===== src/rtl/word_decode_fifo.sv =====
// word_decode_fifo
// Small show-ahead FIFO that buffers 16-bit instruction words from the
// time-multiplexed processor stage. It splits the head word into
// opcode/rd/rs/imm fields for the execute stage. Words with opcode 0 can be
// discarded at the input and counted. Words that arrive while the FIFO is
// full are dropped and flagged with a sticky error bit.
module word_decode_fifo #(
  parameter int DEPTH    = 4,
  parameter int DROP_NOP = 1
) (
  input  logic                     clk,
  input  logic                     reset,
  input  logic [15:0]              in_data,
  input  logic                     in_valid,
  output logic                     in_ready,
  output logic                     out_valid,
  input  logic                     out_ready,
  output logic [3:0]               out_opcode,
  output logic [3:0]               out_rd,
  output logic [3:0]               out_rs,
  output logic [3:0]               out_imm,
  output logic [$clog2(DEPTH):0]   level,
  output logic                     overflow_err,
  output logic [7:0]               nop_count
);

  localparam int AW = $clog2(DEPTH);
  localparam int LW = AW + 1;
  localparam logic [LW-1:0] FULL_LEVEL = LW'(DEPTH);

  // Storage has no reset: its contents only matter behind a valid level.
  logic [15:0]      mem_reg [DEPTH];
  logic [DEPTH-1:0] wr_en;

  logic [AW-1:0] wr_ptr_reg, wr_ptr_next;
  logic [AW-1:0] rd_ptr_reg, rd_ptr_next;
  logic [LW-1:0] level_reg, level_next;
  logic          overflow_err_reg, overflow_err_next;
  logic [7:0]    nop_count_reg, nop_count_next;

  logic        is_nop;
  logic        full;
  logic        empty;
  logic        push;
  logic        pop;
  logic [15:0] head_word;

  // Input classification and handshake qualification.
  always_comb begin
    full   = (level_reg == FULL_LEVEL);
    empty  = (level_reg == '0);
    is_nop = in_valid && (DROP_NOP != 0) && (in_data[15:12] == 4'h0);
    // Space is judged on the current level only, so a same-cycle pop
    // does not let a word into a full FIFO.
    push   = in_valid && !is_nop && !full;
    pop    = !empty && out_ready;
  end

  // One write enable per entry, selected by the write pointer.
  genvar gi;
  generate
    for (gi = 0; gi < DEPTH; gi++) begin : g_wr_en
      assign wr_en[gi] = push && (wr_ptr_reg == AW'(gi));
    end
  endgenerate

  // Store an accepted word into the entry selected by the write pointer.
  always_ff @(posedge clk) begin
    for (int i = 0; i < DEPTH; i++) begin
      if (wr_en[i]) begin
        mem_reg[i] <= in_data;
      end
    end
  end

  // Next-state for the pointers, the occupancy and the status counters.
  always_comb begin
    wr_ptr_next       = wr_ptr_reg;
    rd_ptr_next       = rd_ptr_reg;
    level_next        = level_reg;
    overflow_err_next = overflow_err_reg;
    nop_count_next    = nop_count_reg;

    // Pointers are AW bits wide and DEPTH is a power of two,
    // so they wrap on their own.
    if (push) begin
      wr_ptr_next = wr_ptr_reg + AW'(1);
    end
    if (pop) begin
      rd_ptr_next = rd_ptr_reg + AW'(1);
    end

    case ({push, pop})
      2'b10:   level_next = level_reg + LW'(1);
      2'b01:   level_next = level_reg - LW'(1);
      default: level_next = level_reg;
    endcase

    if (in_valid && !is_nop && full) begin
      overflow_err_next = 1'b1;
    end

    if (is_nop && (nop_count_reg != 8'hFF)) begin
      nop_count_next = nop_count_reg + 8'd1;
    end
  end

  // Control state registers with an asynchronous active-low clear.
  always_ff @(posedge clk or negedge reset) begin
    if (!reset) begin
      wr_ptr_reg       <= '0;
      rd_ptr_reg       <= '0;
      level_reg        <= '0;
      overflow_err_reg <= 1'b0;
      nop_count_reg    <= 8'h00;
    end else begin
      wr_ptr_reg       <= wr_ptr_next;
      rd_ptr_reg       <= rd_ptr_next;
      level_reg        <= level_next;
      overflow_err_reg <= overflow_err_next;
      nop_count_reg    <= nop_count_next;
    end
  end

  // Show-ahead head decode; the fields read as zero while nothing is queued.
  always_comb begin
    head_word    = mem_reg[rd_ptr_reg];
    out_valid    = !empty;
    in_ready     = !full;
    out_opcode   = out_valid ? head_word[15:12] : 4'h0;
    out_rd       = out_valid ? head_word[11:8]  : 4'h0;
    out_rs       = out_valid ? head_word[7:4]   : 4'h0;
    out_imm      = out_valid ? head_word[3:0]   : 4'h0;
    level        = level_reg;
    overflow_err = overflow_err_reg;
    nop_count    = nop_count_reg;
  end

endmodule


===== config.mk =====
export PLATFORM = sky130hd
export DESIGN_NAME = word_decode_fifo
export DESIGN_NICKNAME = d
export VERILOG_FILES = /design/src/rtl/word_decode_fifo.sv
export SDC_FILE = /design/constraint.sdc
export NUM_CORES = 1
export LEC_CHECK = 0
export CAP_MARGIN = 20
export CORE_MARGIN = 2
export CORE_UTILIZATION = 60
export CTS_BUF_LIST = sky130_fd_sc_hd__clkbuf_4 sky130_fd_sc_hd__clkbuf_8
export DETAILED_ROUTE_END_ITERATION = 8
export GPL_ROUTABILITY_DRIVEN = 0
export MAX_ROUTING_LAYER = met4
export PLACE_DENSITY_LB_ADDON = 0.05
export SLEW_MARGIN = 20
export SYNTH_ARGS = -nofsm -noshare
export SYNTH_HDL_FRONTEND = slang
export SYNTH_SLANG_ARGS = --single-unit

===== constraint.sdc =====
create_clock -name clk -period 6.5 [get_ports clk]
set_input_delay 1.3 -clock clk [delete_from_list [all_inputs] [get_ports clk]]
set_output_delay 1.3 -clock clk [all_outputs]
set_load 0.05 [all_outputs]

**Yosys cells after proc, flatten, opt, wreduce, memory -nomap -nowiden**

Memory sizes are Yosys's and may differ from the RTL's.
Index checks and enable logic that the tools add are counted.

- Bits in latches: 0
- Bits in writable memories: 64
- Memories kept: 1
- Word-level logic and storage cells: 60
- Bits in read-only memories: 0
- Register bits: 16
- Output and inout bits: 30
- Input port bits: 20

- Order comparisons: 0
- Multiply operators: 0
- Reduce and logical (&&, ||, !) cells: 20
- Mux-type cells: 22
- Equal/unequal tests: 7
- Add/sub/neg operators: 5
- Shift-type cells: 0
- Div/mod/pow operators: 0
- Bitwise operators: 0

Memories:

| memory | words | width | read ports | clocked after memory_dff | write ports | RTL line | text |
|---|---|---|---|---|---|---|---|
| mem_reg | 4 | 16 | 1 | 0 | 1 | 32 | `logic [15:0] mem_reg [DEPTH];` |

Operator list:

| operator | number |
|---|---|
| $mux W16 | 3 |
| $reduce_or A16 Y1 | 3 |
| $mux W4 | 4 |
| $mux W1 | 11 |
| $logic_and A1 B1 Y1 | 10 |
| $add A8 B1 Y8 const B | 1 |
| $ne A8 B8 Y1 const B | 1 |
| $eq A2 B2 Y1 const B | 3 |
| $mux W2 | 3 |
| $pmux W3 S2 | 1 |
| $add A2 B1 Y2 const B | 2 |
| $eq A2 B1 Y1 const B | 2 |
| $logic_not A4 Y1 | 1 |
| $add A3 B1 Y3 const B | 1 |
| $eq A3 B3 Y1 const B | 1 |
| $logic_not A1 Y1 | 3 |
| $logic_not A3 Y1 | 1 |
| $sub A3 B1 Y3 const B | 1 |
| $logic_not A2 Y1 | 1 |
| $reduce_bool A2 Y1 | 1 |

**Logic depth before layout (Yosys ltp)**

Gate-level depths: netlist (run 1).

- Depth in word-level cells: 12
- Gate-level depth with buffers: 11

**Worst setup path after synthesis (run 1)**

Ideal clock, no wire load.

- Kind: register to output
- From: register level_reg[0], in the netlist level[0]
- To: output port out_imm[0]
- Path buffers: 2
- Arrival time: 2.148 ns
- Setup slack: 3.052 ns
- Required time: 5.200 ns
- Stages on the path, launching flop included: 5
- Path through: dfrtp_1 or3_1 clkbuf_1 clkbuf_1 and2_1

- Word-level cells in the longest chain between the ends: 2

Ends and longest elaborated chain:

| item | RTL line | text |
|---|---|---|
| start, declared | 37 | `logic [LW-1:0] level_reg, level_next;` |
| start signal, assigned | 119 | `level_reg <= level_next;` |
| $logic_not A3 Y1 | 51 | `empty = (level_reg == '0);` |
| $mux W4 | 133 | `out_imm = out_valid ? head_word[3:0] : 4'h0;` |
| end, declared | 21 | `output logic [3:0] out_imm,` |

No other way between the ends.

**Worst setup path after layout (run 1)**

- From: register rd_ptr_reg[0]
- To: output port out_imm[2]

- Word-level cells in the longest chain between the ends: 2

Ends and longest elaborated chain:

| item | RTL line | text |
|---|---|---|
| start, declared | 36 | `logic [AW-1:0] rd_ptr_reg, rd_ptr_next;` |
| start signal, assigned | 118 | `rd_ptr_reg <= rd_ptr_next;` |
| $mem_v2 Z4 W16 | -- |  |
| $mux W4 | 133 |  |

No other way between the ends.

==> results.toml, run 1 <==
[synthesis]
ys_seq_area_frac = 0.696
synthCells = 185
synth-edff-count = 64
synth_nets = 212
yosys.area.top_type = "edfxtp_1"
yosysMostFrequentCell = "edfxtp_1"
synth_top_area_frac = 0.576
yosysUniqueCellTypes = 34
synth_common_cells = "edfxtp_1 (64), and2_1 (18), dfrtp_1 (16), mux4_2 (16), inv_1 (9)"
synth_area_leaders = "edfxtp_1 (58%), dfrtp_1 (12%), mux4_2 (11%)"
ys_seq_elements = 80
synth-async-reset-ratio = 0.200
yosys_warnings = 0
syn_area_per_cell_sq_um = 18.0
syn-cell-area_sq_um = 3340
yosys_most_used_dff = "edfxtp_1"

[global_route]
grt_max_degree = 20
gr-total-overflow = 0
met2_usage = 0.356
antenna_found_initial = 0
grtUsageMet1 = 0.257
grt_pass1_wl_mm = 9.25
grt_util_met3 = 0.0460
grt.busiest_layer = "met2"
grt_pass1_vias = 1837
grt_usage = 0.215

[min_path]
worstHoldStart = "overflow_err$_DFFE_PN0P_"
hold_depth = 1
hold_class = "flip-flop to flip-flop"
holdPathEnd = "overflow_err$_DFFE_PN0P_"

[route]
remaining_drc_errors = 0
first_iter_violations = 79
via_per_inst = 5.67
postRouteAntennaNets = 0
avgRoutedWirePerCell_microns = 18.7
drt_first_pass_iters = 4
drt-total-wl_mm = 5.87
dr_total_vias = 1781

[place]
dpl.hpwl_mm = 3.82
placed_cells = 298
portBuffers = 49
place_ws_ns = 2.57

[sta]
period_needed_ns = 3.82
slew_viol_final = 0
setup_tns_ns = 0
clock-skew-final_ns = 0.00480
min_period_over_period = 0.587
maxSlewHeadroom = 0.430
fin_ws_ns = 2.68
hold_violations = 0
rsz0062_at_grt = "no"
tightest_slew_ns = 0.855
fmax_mhz = 262
finalSetupViolCount = 0

[die]
die_h_microns = 78.6
io_pins = 50
core_region_area_sq_um = 5440
die_w_microns = 78.6
start_util = 0.613
rows = 27
dieArea_sq_um = 6170

[pwr]
switching_share = 0.395
leakagePower_nw = 1.43
peakVddDrop_mv = 0.328
pwr-share-comb = 0.446
power_switching_mw = 0.834
seqPwrFrac = 0.366
power_density_nw_per_um2 = 515
intPower_mw = 1.27
p_clk_frac = 0.189

[clock_network]
post_cts_buffers = 0
cts_hold_buffers = 0
cts_tree = "built"
ctsResizeCount = 0
cts-root-buf = "clkbuf_8"
insertion_delay_ns = 0.34
clockBufferDepth = 2
cts-buffers-inserted = 9
clock-sinks = 80
path_clk_slew_ns = 0.08
htree_num_levels = 3

[setup_path]
ff2ff_setup_slack_ns = 4.10
crit_buf_inv = 1
rr_endpoint = "level[2]$_DFFE_PN0P_"
critPathLaunchType = "flip-flop"
cp_max_fo = 18
r2r-start = "level[0]$_DFFE_PN0P_"
reg2reg_depth = 8
slowest_delay_ns = 0.73
cp_top_family = "flip-flops"
worstPathArrival_ns = 2.52
crit_chain = "mux4_2, and2_1, clkdlybuf4s50_1"
critPathKind = "flip-flop to output port"
cp.required_ns = 5.20
cp-end-kind = "output port"
crit_slowest_cell = "dfrtp_2"

[finish]
post-route-util = 0.753
drive_gt1_frac = 0.194
final_cells = 314
num_antenna_cells = 0
fill_cells = 324
num-nets-final = 264
largest_reg_flops = 64
syn_to_final_growth_pct = 22.8

[run_status]
outcome = "finished, final reports clean"

[run]
maxCapViolations = 0
-- placed cells by master, fill, tap and decap left out, drive strengths merged --
cell type and count:
o211ai 1, o21bai 1, nand2 5, xnor2 4, mux4 16, nand4 1
and3 1, or3b 1, edfxtp 64, bufinv 2, mux2i 2, nor4 3
inv 9, a21oi 1, clkinvlp 1, clkinv 3, ha 6, a31oi 2
o2111a 1, xor2 3, and2 21, fa 1, nor3 3, o21ai 1
dfrtp 16, or3 1, nand2b 2, or4 1, nor2 1, nand3 3
mux2 6, clkbuf 10, clkdlybuf4s50 49
-- final cells by class --
cell class	instances	area, sq um	area share
sequential	80	2320	0.567
multi-input combinational	88	932	0.228
timing repair buffer	49	490	0.120
clock buffer	10	131	0.0321
clock inverter	6	93.8	0.0229
tap	72	90.1	0.0220
inverter	9	33.8	0.00825
-- how the worst max path moves through the flow --
stage	slack [ns]	startpoint	depth (start not counted)	end
after floorplan	3.05	level[0]$_DFFE_PN0P_	4	out_imm[0]
after detailed placement	2.57	in_data[13]	10	level[2]$_DFFE_PN0P_
final	2.68	rd_ptr_reg[0]$_DFFE_PN0P_	3	out_imm[2]
after CTS	2.27	rd_ptr_reg[0]$_DFFE_PN0P_	3	out_imm[2]
after global placement	2.62	rd_ptr_reg[0]$_DFFE_PN0P_	3	out_opcode[3]
after global routing	2.54	rd_ptr_reg[0]$_DFFE_PN0P_	3	out_imm[2]
-- layer usage --
metal | vias to the layer above | share of wire
met3 | 6 | 0.050
met5 | - | 0
met1 | 905 | 0.40
met2 | 60 | 0.54
met4 | 0 | 0.012
li1 | 810 | -
-- power groups by stage --
stage	combinational, mW	clock [mW]	sequential [mW]
2_1_floorplan	0.649	0	0.790
3_3_place_gp	0.930	0	0.776
3_5_place_dp	0.947	0	0.785
4_1_cts	0.949	0.406	0.774
5_1_grt	0.990	0.423	0.789
6_report	0.939	0.398	0.772
-- metrics by stage --
stage | instance area (sq um) | total power [mW] | hold slack [ns]
after floorplan | 3340 | 1.44 | 0.535
after global placement | 3870 | 1.71 | 0.461
after detailed placement | 3870 | 1.73 | 0.469
after CTS | 4090 | 2.13 | 0.488
after global routing | 4100 | 2.20 | 0.495
final | 4100 | 2.11 | 0.491
-- cells by family after synthesis --
group,share of synthesized area
AO/OA/AOI/OAI,0.0146
XOR/XNOR,0.0184
adder cells (fa/ha/maj),0.0285
buffers and inverters,0.0244
flip-flops,0.696
multiplexers,0.135
AND/OR/NAND/NOR,0.0825
(Power assumes the default switching activity.)
==> run 2, diff against run 1 <==
--- a/config.mk
+++ b/config.mk
@@ -7,7 +7,7 @@
 export LEC_CHECK = 0
 export CAP_MARGIN = 20
 export CORE_MARGIN = 2
-export CORE_UTILIZATION = 60
+export CORE_UTILIZATION = 50
 export CTS_BUF_LIST = sky130_fd_sc_hd__clkbuf_4 sky130_fd_sc_hd__clkbuf_8
 export DETAILED_ROUTE_END_ITERATION = 8
 export GPL_ROUTABILITY_DRIVEN = 0
==> constraint.sdc (replaced) <==
create_clock -name clk -period 3.15 [get_ports clk]
set_input_delay 0.63 -clock clk [delete_from_list [all_inputs] [get_ports clk]]
set_output_delay 0.63 -clock clk [all_outputs]
set_load 0.05 [all_outputs]
==> results.toml, run 2 (same netlist as run 1, synthesis figures left out) <==
[run_status]
outcome = "finished, final reports clean"

[finish]
num-nets-final = 270
num_antenna_cells = 0
final_cells = 324
final_common_cell = "edfxtp_1"
final_cell_mix = "edfxtp_1 (64), clkdlybuf4s50_1 (33), buf_4 (22), and2_1 (18)"
syn_to_final_growth_pct = 21.5
drive_gt1_frac = 0.271
multi_input_area_sq_um = 932
largest_reg_flops = 64
fill_cells = 468
regArea_sq_um = 2320

[sta]
setup_tns_ns = 0
period_needed_ns = 2.74
rsz0062_at_grt = "no"
tightest_slew_ns = 0.851
clock-skew-final_ns = 0.00611
fmax_mhz = 365
min_period_over_period = 0.869
slew_viol_final = 0
finalSetupViolCount = 0
hold_violations = 0
maxSlewHeadroom = 0.433
fin_ws_ns = 0.412

[clock_network]
ctsResizeCount = 0
htree_num_levels = 3
cts-root-buf = "clkbuf_8"
cts-buffers-inserted = 9
insertion_delay_ns = 0.34
post_cts_buffers = 0
cts_hold_buffers = 0
cts_tree = "built"
clock-sinks = 80
clockBufferDepth = 2
path_clk_slew_ns = 0.07

[pwr]
leakagePower_nw = 1.45
finalPower_mw = 4.17
peakVddDrop_mv = 0.685
power_density_nw_per_um2 = 1030

[die]
dieArea_sq_um = 7340
rows = 29
core_region_area_sq_um = 6390
io_pins = 50
die_w_microns = 85.7
die_h_microns = 85.7
start_util = 0.522

[route]
drt-total-wl_mm = 5.82
first_iter_violations = 89
avgRoutedWirePerCell_microns = 18.0
postRouteAntennaNets = 0
drt_first_pass_iters = 6
via_per_inst = 5.55
dr_total_vias = 1799
remaining_drc_errors = 0

[min_path]
holdPathEnd = "rd_ptr_reg[0]$_DFFE_PN0P_"
hold_depth = 1
hold_class = "flip-flop to flip-flop"
worstHoldStart = "rd_ptr_reg[0]$_DFFE_PN0P_"

[setup_path]
cp.required_ns = 3.41
cp_max_fo = 7
r2r-start = "level[0]$_DFFE_PN0P_"
ff2ff_setup_slack_ns = 0.84
critPathKind = "input port to flip-flop"
critPathLaunchType = "input port"
worstPathArrival_ns = 3.00
cp-end-kind = "flip-flop"
rr_endpoint = "level[2]$_DFFE_PN0P_"
reg2reg_depth = 9

[place]
place_ws_ns = 0.0409
dpl.hpwl_mm = 3.90
placed_cells = 309
portBuffers = 49

[global_route]
grt_max_degree = 19
grt_pass1_vias = 1916
antenna_found_initial = 0
gr-total-overflow = 0
grt_usage = 0.181
grt_pass1_wl_mm = 9.44

[run]
maxCapViolations = 0
## run 2: changes by cell type in the layout (fill, tap and decap cells not counted)
cell	previous run	this run
clkinvlp_4	1	0
clkinv_4	3	0
dfrtp_2	1	0
clkbuf_4	1	4
dfrtp_1	15	16
bufinv_16	2	0
clkdlybuf4s50_1	49	33
clkbuf_8	9	10
clkinv_2	0	1
buf_4	0	22
## run 2: critical path, cell delays in order
cell and delay (ns):
clkdlybuf4s50_1 0.49, or4_4 0.58, and3_4 0.23, inv_1 0.06, ha_1 0.18, inv_1 0.07
fa_1 0.37, xor2_1 0.15, nor2_1 0.11, xor2_1 0.15
## run 2: area by class of cell
type                            count  share of cell area
Tap cell                           77              0.0238
Multi-Input combinational cell     88               0.230
Clock buffer                       14              0.0414
Clock inverter                      1             0.00123
Sequential cell                    80               0.573
Inverter                            9             0.00834
Timing Repair Buffer               55               0.122
## run 2: layer usage
metal,routed length (microns),vias to the layer above,GRT usage
met5,0,-,-
met4,91,0,0.0938
met3,309,9,0.0414
met2,3030,52,0.290
met1,2400,920,0.216
li1,-,818,-
## run 2: how the worst max path moves through the flow
stage,cells past startpoint,end,startpoint,slack (ns)
after floorplan,4,out_imm[0],level[0]$_DFFE_PN0P_,0.37
after global placement,10,level[2]$_DFFE_PN0P_,in_data[13],0.10
after detailed placement,10,level[2]$_DFFE_PN0P_,in_data[13],0.04
after CTS,10,level[2]$_DFFE_PN0P_,in_data[13],0.40
after global routing,10,level[2]$_DFFE_PN0P_,in_data[13],0.29
final,10,level[2]$_DFFE_PN0P_,in_data[13],0.41
## run 2: stage by stage
stage / hold slack, ns / util / area [sq um]
after global placement: 0.460 / 0.608 / 3880
after CTS: 0.479 / 0.635 / 4050
after floorplan: 0.334 / - / 3340
final: 0.476 / 0.635 / 4050
after detailed placement: 0.461 / 0.608 / 3880
after global routing: 0.513 / 0.635 / 4050
## run 2: where the power goes
| group | leakage, nW | total (mW) | switching, mW | internal (mW) |
|---|---|---|---|---|
| registers | 0.780 | 1.51 | 0.120 | 1.39 |
| logic | 0.581 | 2.01 | 1.26 | 0.750 |
| clock network | 0.0942 | 0.654 | 0.316 | 0.338 |
| total | 1.45 | 4.17 | 1.70 | 2.48 |
